File: src/rtl/vga_fb_scaler_reader.sv
// Frame-buffer read-out engine: maps screen coordinates onto an up-scaled, letterboxed
// source frame, issues registered reads into the front buffer, converts the returned
// pixel to 4-bit VGA channels and delays the sync/enable strobes to stay aligned with RGB.
// Row base addresses are tracked incrementally, so y_pixel is expected to follow a raster
// order (same line, next line, or back to line 0).
module vga_fb_scaler_reader #(
   parameter int unsigned SRC_W       = 320,
   parameter int unsigned SRC_H       = 240,
   parameter int unsigned SCALE_SHIFT = 1,
   parameter int unsigned V_ACTIVE    = 480,
   parameter int unsigned RD_LAT      = 1,
   parameter int unsigned ADDR_W      = 18,
   parameter logic [11:0] BORDER_RGB  = 12'h000
) (
   input  logic              clk,
   input  logic              reset_n,
   input  logic              pix_en,
   input  logic              DE,
   input  logic [9:0]        x_pixel,
   input  logic [9:0]        y_pixel,
   input  logic              h_sync,
   input  logic              v_sync,
   input  logic [1:0]        fmt_sel,
   input  logic              swap_req,
   output logic              den,
   output logic [ADDR_W-1:0] rAddr,
   input  logic [15:0]       rData,
   output logic              front_idx,
   output logic              swap_ack,
   output logic              de_out,
   output logic              hs_out,
   output logic              vs_out,
   output logic [3:0]        r_port,
   output logic [3:0]        g_port,
   output logic [3:0]        b_port
);

   localparam int unsigned       Stages    = RD_LAT + 1;
   localparam logic [10:0]       SrcWC     = 11'(SRC_W);
   localparam logic [10:0]       SrcHC     = 11'(SRC_H);
   localparam logic [9:0]        SwapLine  = 10'(V_ACTIVE);
   localparam logic [ADDR_W-1:0] RowStride = ADDR_W'(SRC_W);
   localparam logic [ADDR_W-1:0] FrameSize = ADDR_W'(SRC_W * SRC_H);

   // One delay-line word per pixel tick; idle value matches the reset state of the outputs.
   typedef struct packed {
      logic       fv;
      logic       win;
      logic       de;
      logic       hs;
      logic       vs;
      logic [2:0] bar;
   } dly_t;

   localparam dly_t DlyIdle = '{fv: 1'b0, win: 1'b0, de: 1'b0, hs: 1'b1, vs: 1'b1, bar: 3'b000};

   logic [9:0]        sx, sy;
   logic              frame_start, fv_eff, in_win, swap_point;
   logic [1:0]        fmt_eff;
   logic [ADDR_W-1:0] row_base_cur, addr_next;

   logic              den_q, den_d;
   logic [ADDR_W-1:0] addr_q, addr_d;
   logic              fv_q, fv_d;
   logic [1:0]        fmt_q, fmt_d;
   logic [ADDR_W-1:0] row_base_q, row_base_d;
   logic [9:0]        sy_track_q, sy_track_d;
   logic              front_q, front_d;
   logic              pending_q, pending_d;
   logic              ack_q, ack_d;

   logic [Stages*8-1:0] dly_q;
   dly_t                dly_in, dly_out;

   logic        de_out_q, hs_out_q, vs_out_q;
   logic [11:0] rgb_q, rgb_d;

   assign sx          = x_pixel >> SCALE_SHIFT;
   assign sy          = y_pixel >> SCALE_SHIFT;
   assign frame_start = DE && (x_pixel == 10'd0) && (y_pixel == 10'd0);
   // The frame-start pixel itself already belongs to the new frame.
   assign fv_eff      = fv_q || frame_start;
   assign fmt_eff     = frame_start ? fmt_sel : fmt_q;
   assign in_win      = DE && fv_eff && ({1'b0, sx} < SrcWC) && ({1'b0, sy} < SrcHC);
   assign swap_point  = (y_pixel == SwapLine) && (x_pixel == 10'd0);

   // Row base follows sy by restarting at 0 or stepping one source row at a time.
   always_comb begin
      if (sy == 10'd0) begin
         row_base_cur = '0;
      end else if (sy == sy_track_q + 10'd1) begin
         row_base_cur = row_base_q + RowStride;
      end else begin
         row_base_cur = row_base_q;
      end
      addr_next = (front_q ? FrameSize : '0) + row_base_cur + ADDR_W'(sx);
   end

   // Next state of the address front end, frame tracking and buffer swap.
   always_comb begin
      den_d      = den_q;
      addr_d     = addr_q;
      fv_d       = fv_q;
      fmt_d      = fmt_q;
      row_base_d = row_base_q;
      sy_track_d = sy_track_q;
      front_d    = front_q;
      pending_d  = pending_q || swap_req;
      ack_d      = 1'b0;
      if (pix_en) begin
         den_d      = in_win && (fmt_eff != 2'd3);
         if (den_d) begin
            addr_d = addr_next;
         end
         fv_d       = fv_eff;
         fmt_d      = fmt_eff;
         row_base_d = row_base_cur;
         sy_track_d = sy;
         if (swap_point && (pending_q || swap_req)) begin
            front_d   = ~front_q;
            pending_d = 1'b0;
            ack_d     = 1'b1;
         end
      end
   end

   // Front-end state registers.
   always_ff @(posedge clk) begin
      if (!reset_n) begin
         den_q      <= 1'b0;
         addr_q     <= '0;
         fv_q       <= 1'b0;
         fmt_q      <= 2'd0;
         row_base_q <= '0;
         sy_track_q <= 10'd0;
         front_q    <= 1'b0;
         pending_q  <= 1'b0;
         ack_q      <= 1'b0;
      end else begin
         den_q      <= den_d;
         addr_q     <= addr_d;
         fv_q       <= fv_d;
         fmt_q      <= fmt_d;
         row_base_q <= row_base_d;
         sy_track_q <= sy_track_d;
         front_q    <= front_d;
         pending_q  <= pending_d;
         ack_q      <= ack_d;
      end
   end

   assign dly_in  = '{fv: fv_eff, win: in_win, de: DE, hs: h_sync, vs: v_sync,
                      bar: x_pixel[9:7]};
   assign dly_out = dly_q[Stages*8-1 -: 8];

   // Strobe delay line spanning the read latency plus the address register.
   always_ff @(posedge clk) begin
      if (!reset_n) begin
         dly_q <= {Stages{DlyIdle}};
      end else if (pix_en) begin
         dly_q <= {dly_q[(Stages-1)*8-1:0], dly_in};
      end
   end

   // Pixel conversion for the word that leaves the delay line.
   always_comb begin
      rgb_d = 12'h000;
      if (dly_out.de && dly_out.fv) begin
         if (!dly_out.win) begin
            rgb_d = BORDER_RGB;
         end else begin
            case (fmt_q)
               2'd0:    rgb_d = {rData[15:12], rData[10:7], rData[4:1]};
               2'd1:    rgb_d = rData[11:0];
               2'd2:    rgb_d = {rData[7:4], rData[7:4], rData[7:4]};
               default: rgb_d = {{4{dly_out.bar[2]}}, {4{dly_out.bar[1]}}, {4{dly_out.bar[0]}}};
            endcase
         end
      end
   end

   // Output registers.
   always_ff @(posedge clk) begin
      if (!reset_n) begin
         de_out_q <= 1'b0;
         hs_out_q <= 1'b1;
         vs_out_q <= 1'b1;
         rgb_q    <= 12'h000;
      end else if (pix_en) begin
         de_out_q <= dly_out.de;
         hs_out_q <= dly_out.hs;
         vs_out_q <= dly_out.vs;
         rgb_q    <= rgb_d;
      end
   end

   assign den       = den_q;
   assign rAddr     = addr_q;
   assign front_idx = front_q;
   assign swap_ack  = ack_q;
   assign de_out    = de_out_q;
   assign hs_out    = hs_out_q;
   assign vs_out    = vs_out_q;
   assign r_port    = rgb_q[11:8];
   assign g_port    = rgb_q[7:4];
   assign b_port    = rgb_q[3:0];

endmodule

File: config.mk
export PLATFORM = sky130hd
export DESIGN_NAME = vga_fb_scaler_reader
export DESIGN_NICKNAME = d
export VERILOG_FILES = /design/src/rtl/vga_fb_scaler_reader.sv
export SDC_FILE = /design/constraint.sdc
export NUM_CORES = 1
export LEC_CHECK = 0
export ABC_AREA = 1
export CAP_MARGIN = 20
export CORE_MARGIN = 2
export CORE_UTILIZATION = 54
export DETAILED_ROUTE_END_ITERATION = 6
export GPL_TIMING_DRIVEN = 0
export PLACE_DENSITY_LB_ADDON = 0.2
export SKIP_CTS_REPAIR_TIMING = 1
export SLEW_MARGIN = 10
export SYNTH_ARGS = -nofsm -noshare
export SYNTH_HDL_FRONTEND = slang
export SYNTH_SLANG_ARGS = --single-unit
File: constraint.sdc
create_clock -name clk -period 4.5 [get_ports clk]
set_clock_uncertainty 0.05 [all_clocks]
set_input_delay 1.125 -clock clk [delete_from_list [all_inputs] [get_ports clk]]
set_output_delay 1.125 -clock clk [all_outputs]
set_load 0.01 [all_outputs]
==> results.json <==
{
  "crit_type": "in2reg",
  "synth_flop_cell": "dfxtp_1",
  "slew_viol_final": 0,
  "netSwitchingPower_uw": 428,
  "ys_ff_latch": 82,
  "dieArea_mm2": 0.00974,
  "r2r_setup_slack_ps": 890,
  "antenna_found_initial": 0,
  "setup.worst_path.end_class": "flip-flop",
  "clk_pin_slew_worst_paths_ps": 90,
  "synth_edf_count": 0,
  "fp.dieH_um": 98.7,
  "hold_end": "dly_q[3]",
  "status": "finished clean",
  "synth_cells": 727,
  "hold_viol_final": 0,
  "cap_violations": 0,
  "leakage_uw": 0.00262,
  "cp-start-kind": "input pin",
  "io_buffers": 78,
  "slew-limit-headroom": 0.557,
  "setup_violations": 0,
  "synth_top_area_cell": "dfxtp_1",
  "clock_power_share": 0.353,
  "synthTopCellsByArea": "dfxtp_1, nand2_1, inv_1",
  "worst_r2r_endpoint": "rAddr[16]",
  "grt_pass1_wl_mm": 22.3,
  "diodes": 0,
  "synth_nets": 788,
  "power.density_mw_per_mm2": 253,
  "grtUsageTotal": 0.280,
  "ioPinCount": 81,
  "post-route-min-period_ps": 4220,
  "async_flop_share": 0,
  "min_period_over_period": 0.938,
  "postRouteAntennaNets": 0,
  "tns_ps": 0,
  "nets": 882,
  "firstDrtPassIters": 5,
  "remaining_drc_errors": 0,
  "wl_per_cell_um": 14.4,
  "cp_max_fo": 5,
  "holdPathStages": 2,
  "holdWs_ps": 412,
  "wl_mm": 13.4,
  "yosys_warnings": 0,
  "die_w_um": 98.7,
  "final_cell_mix": "nand2_1, inv_1, dfxtp_1",
  "critPathRequiredTime_ps": 4720,
  "rr_worst_depth": 22,
  "cts_buffers": 9,
  "root_buffer": "clkbuf_8",
  "power_frac_comb": 0.145,
  "worst_pin_slew_ps": 648,
  "gp_congestion": 0.906,
  "internal_power_uw": 1090,
  "via_per_inst": 5.47,
  "max_freq_ghz": 0.237,
  "ir_worst_vdd_mv": 0.223,
  "min-delay-start": "dly_q[3]",
  "cp.arrival_ps": 4440,
  "sw_frac_of_total": 0.282,
  "layout_commonest_cell": "nand2_1",
  "synthDominantCellAreaShare": 0.339,
  "cts_tree": "built",
  "synth_area_mm2": 0.00484,
  "seq_area_frac_synth": 0.339,
  "cts_buffer_depth": 2,
  "dp.final_hpwl_mm": 10.5,
  "start_util": 0.555,
  "vias": 5112,
  "r2r-start": "sy_track_q[0]",
  "drive_gt1_frac": 0.0799,
  "synth.distinct_cells": 48,
  "syn_avg_cell_area_um2": 6.66,
  "grt_start_max_net_pins": 15,
  "first_global_vias": 4943,
  "row_count": 34,
  "seqPwrFrac": 0.502,
  "fp.coreArea_mm2": 0.00872,
  "syn_to_final_growth_pct": 24.3,
  "hold_path_class": "reg2reg",
  "drt_iter0_markers": 316,
  "cts_max_level": 3,
  "gr-total-overflow": 0,
  "cts_sinks": 82,
  "clkLatencyLatePin_ps": 360
}
per-stage QoR:
stage	cell area [µm²]	utilization	instances	total power (µW)	setup WS, ps
after floorplan	4840	-	727	905	705
after global placement	5760	0.660	913	988	-393
after detailed placement	5760	0.660	913	995	-461
after CTS	5950	0.682	929	1520	-125
after global routing	6010	0.690	934	1580	-35.5
final	6010	0.690	934	1520	278
critical path, stage by stage:
cell and delay (ps):
clkdlybuf4s50_1 470, nor4_2 310, nand3_2 170, nor2_4 220
buf_4 170, nor2_1 40, ha_1 200, inv_1 120
fa_1 220, o21ai_0 110, nand2_1 90, nand2_1 70
a21oi_2 150, inv_1 60, nand3_1 70, nand2_1 80
nand2_1 60, nand2_1 60, nand3_1 90, nand2_1 100
nand3_1 110, nand2_1 60, nand2_1 50, nand3_1 90
nand2_1 80, inv_1 30
cells in the mapped netlist (all sizes together), types with 2 or more instances:
library cell and number:
a211oi 3, o21bai 2, nand2 191, o211ai 6, o21ai 48, o21a 3
a31oi 2, a21oi 61, nand3 62, nand4 10, xor2 7, nor2 72
dfxtp 82, o221ai 4, buf 6, ha 15, or2 6, inv 87
clkbuf 20, xnor2 8, clkinv 3, nor3 13, nand3b 2, nor4 5
sequential cells by signal, summed over array words and instances (netlist names):
signal / count
pending_q: 1
fmt_q: 2
de_out: 1
swap_ack: 1
hs_out: 1
den: 1
front_idx: 1
vs_out: 1
dly_q: 16
row_base_q: 18
sy_track_q: 9
rAddr: 18
rgb_q: 12
cell type report:
type,instances,area [µm²]
Inverter,90,338
Clock buffer,9,124
Tap cell,108,135
Sequential cell,82,1640
Fill cell,770,2710
Multi-Input combinational cell,529,2770
Buffer,26,118
Timing Repair Buffer,83,821
Clock inverter,7,70.1
layer usage:
| metal | global-route usage | vias to the layer above | routed length, µm |
|---|---|---|---|
| li1 | - | 2570 | - |
| met1 | 0.344 | 2335 | 5770 |
| met2 | 0.499 | 184 | 6630 |
| met3 | 0.0589 | 23 | 793 |
| met4 | 0.0727 | 0 | 223 |
| met5 | 0 | - | 0 |
cells by family after synthesis:
| group | synth area share |
|---|---|
| compound gates | 0.159 |
| buf+inv | 0.0941 |
| simple gates | 0.338 |
| fa+ha+maj | 0.0429 |
| flops | 0.339 |
| xor+xnor | 0.0271 |
power groups by stage:
| stage | clock (µW) | sequential, µW | combinational, µW |
|---|---|---|---|
| 2_1_floorplan | 0 | 776 | 129 |
| 3_3_place_gp | 0 | 779 | 210 |
| 3_5_place_dp | 0 | 779 | 216 |
| 4_1_cts | 542 | 762 | 217 |
| 5_1_grt | 572 | 766 | 245 |
| 6_report | 536 | 763 | 220 |
worst max-delay path by stage:
stage | slack, ps | depth (start not counted) | endpoint | start
2_1_floorplan | 700 | 22 | rAddr[17] | y_pixel[8]
3_3_place_gp | -390 | 23 | rAddr[17] | y_pixel[8]
3_5_place_dp | -460 | 23 | rAddr[17] | y_pixel[8]
4_1_cts | -130 | 21 | rAddr[13] | y_pixel[8]
5_1_grt | -40 | 26 | rAddr[16] | y_pixel[5]
6_report | 280 | 26 | rAddr[16] | y_pixel[5]
(Power assumes the default switching activity.)
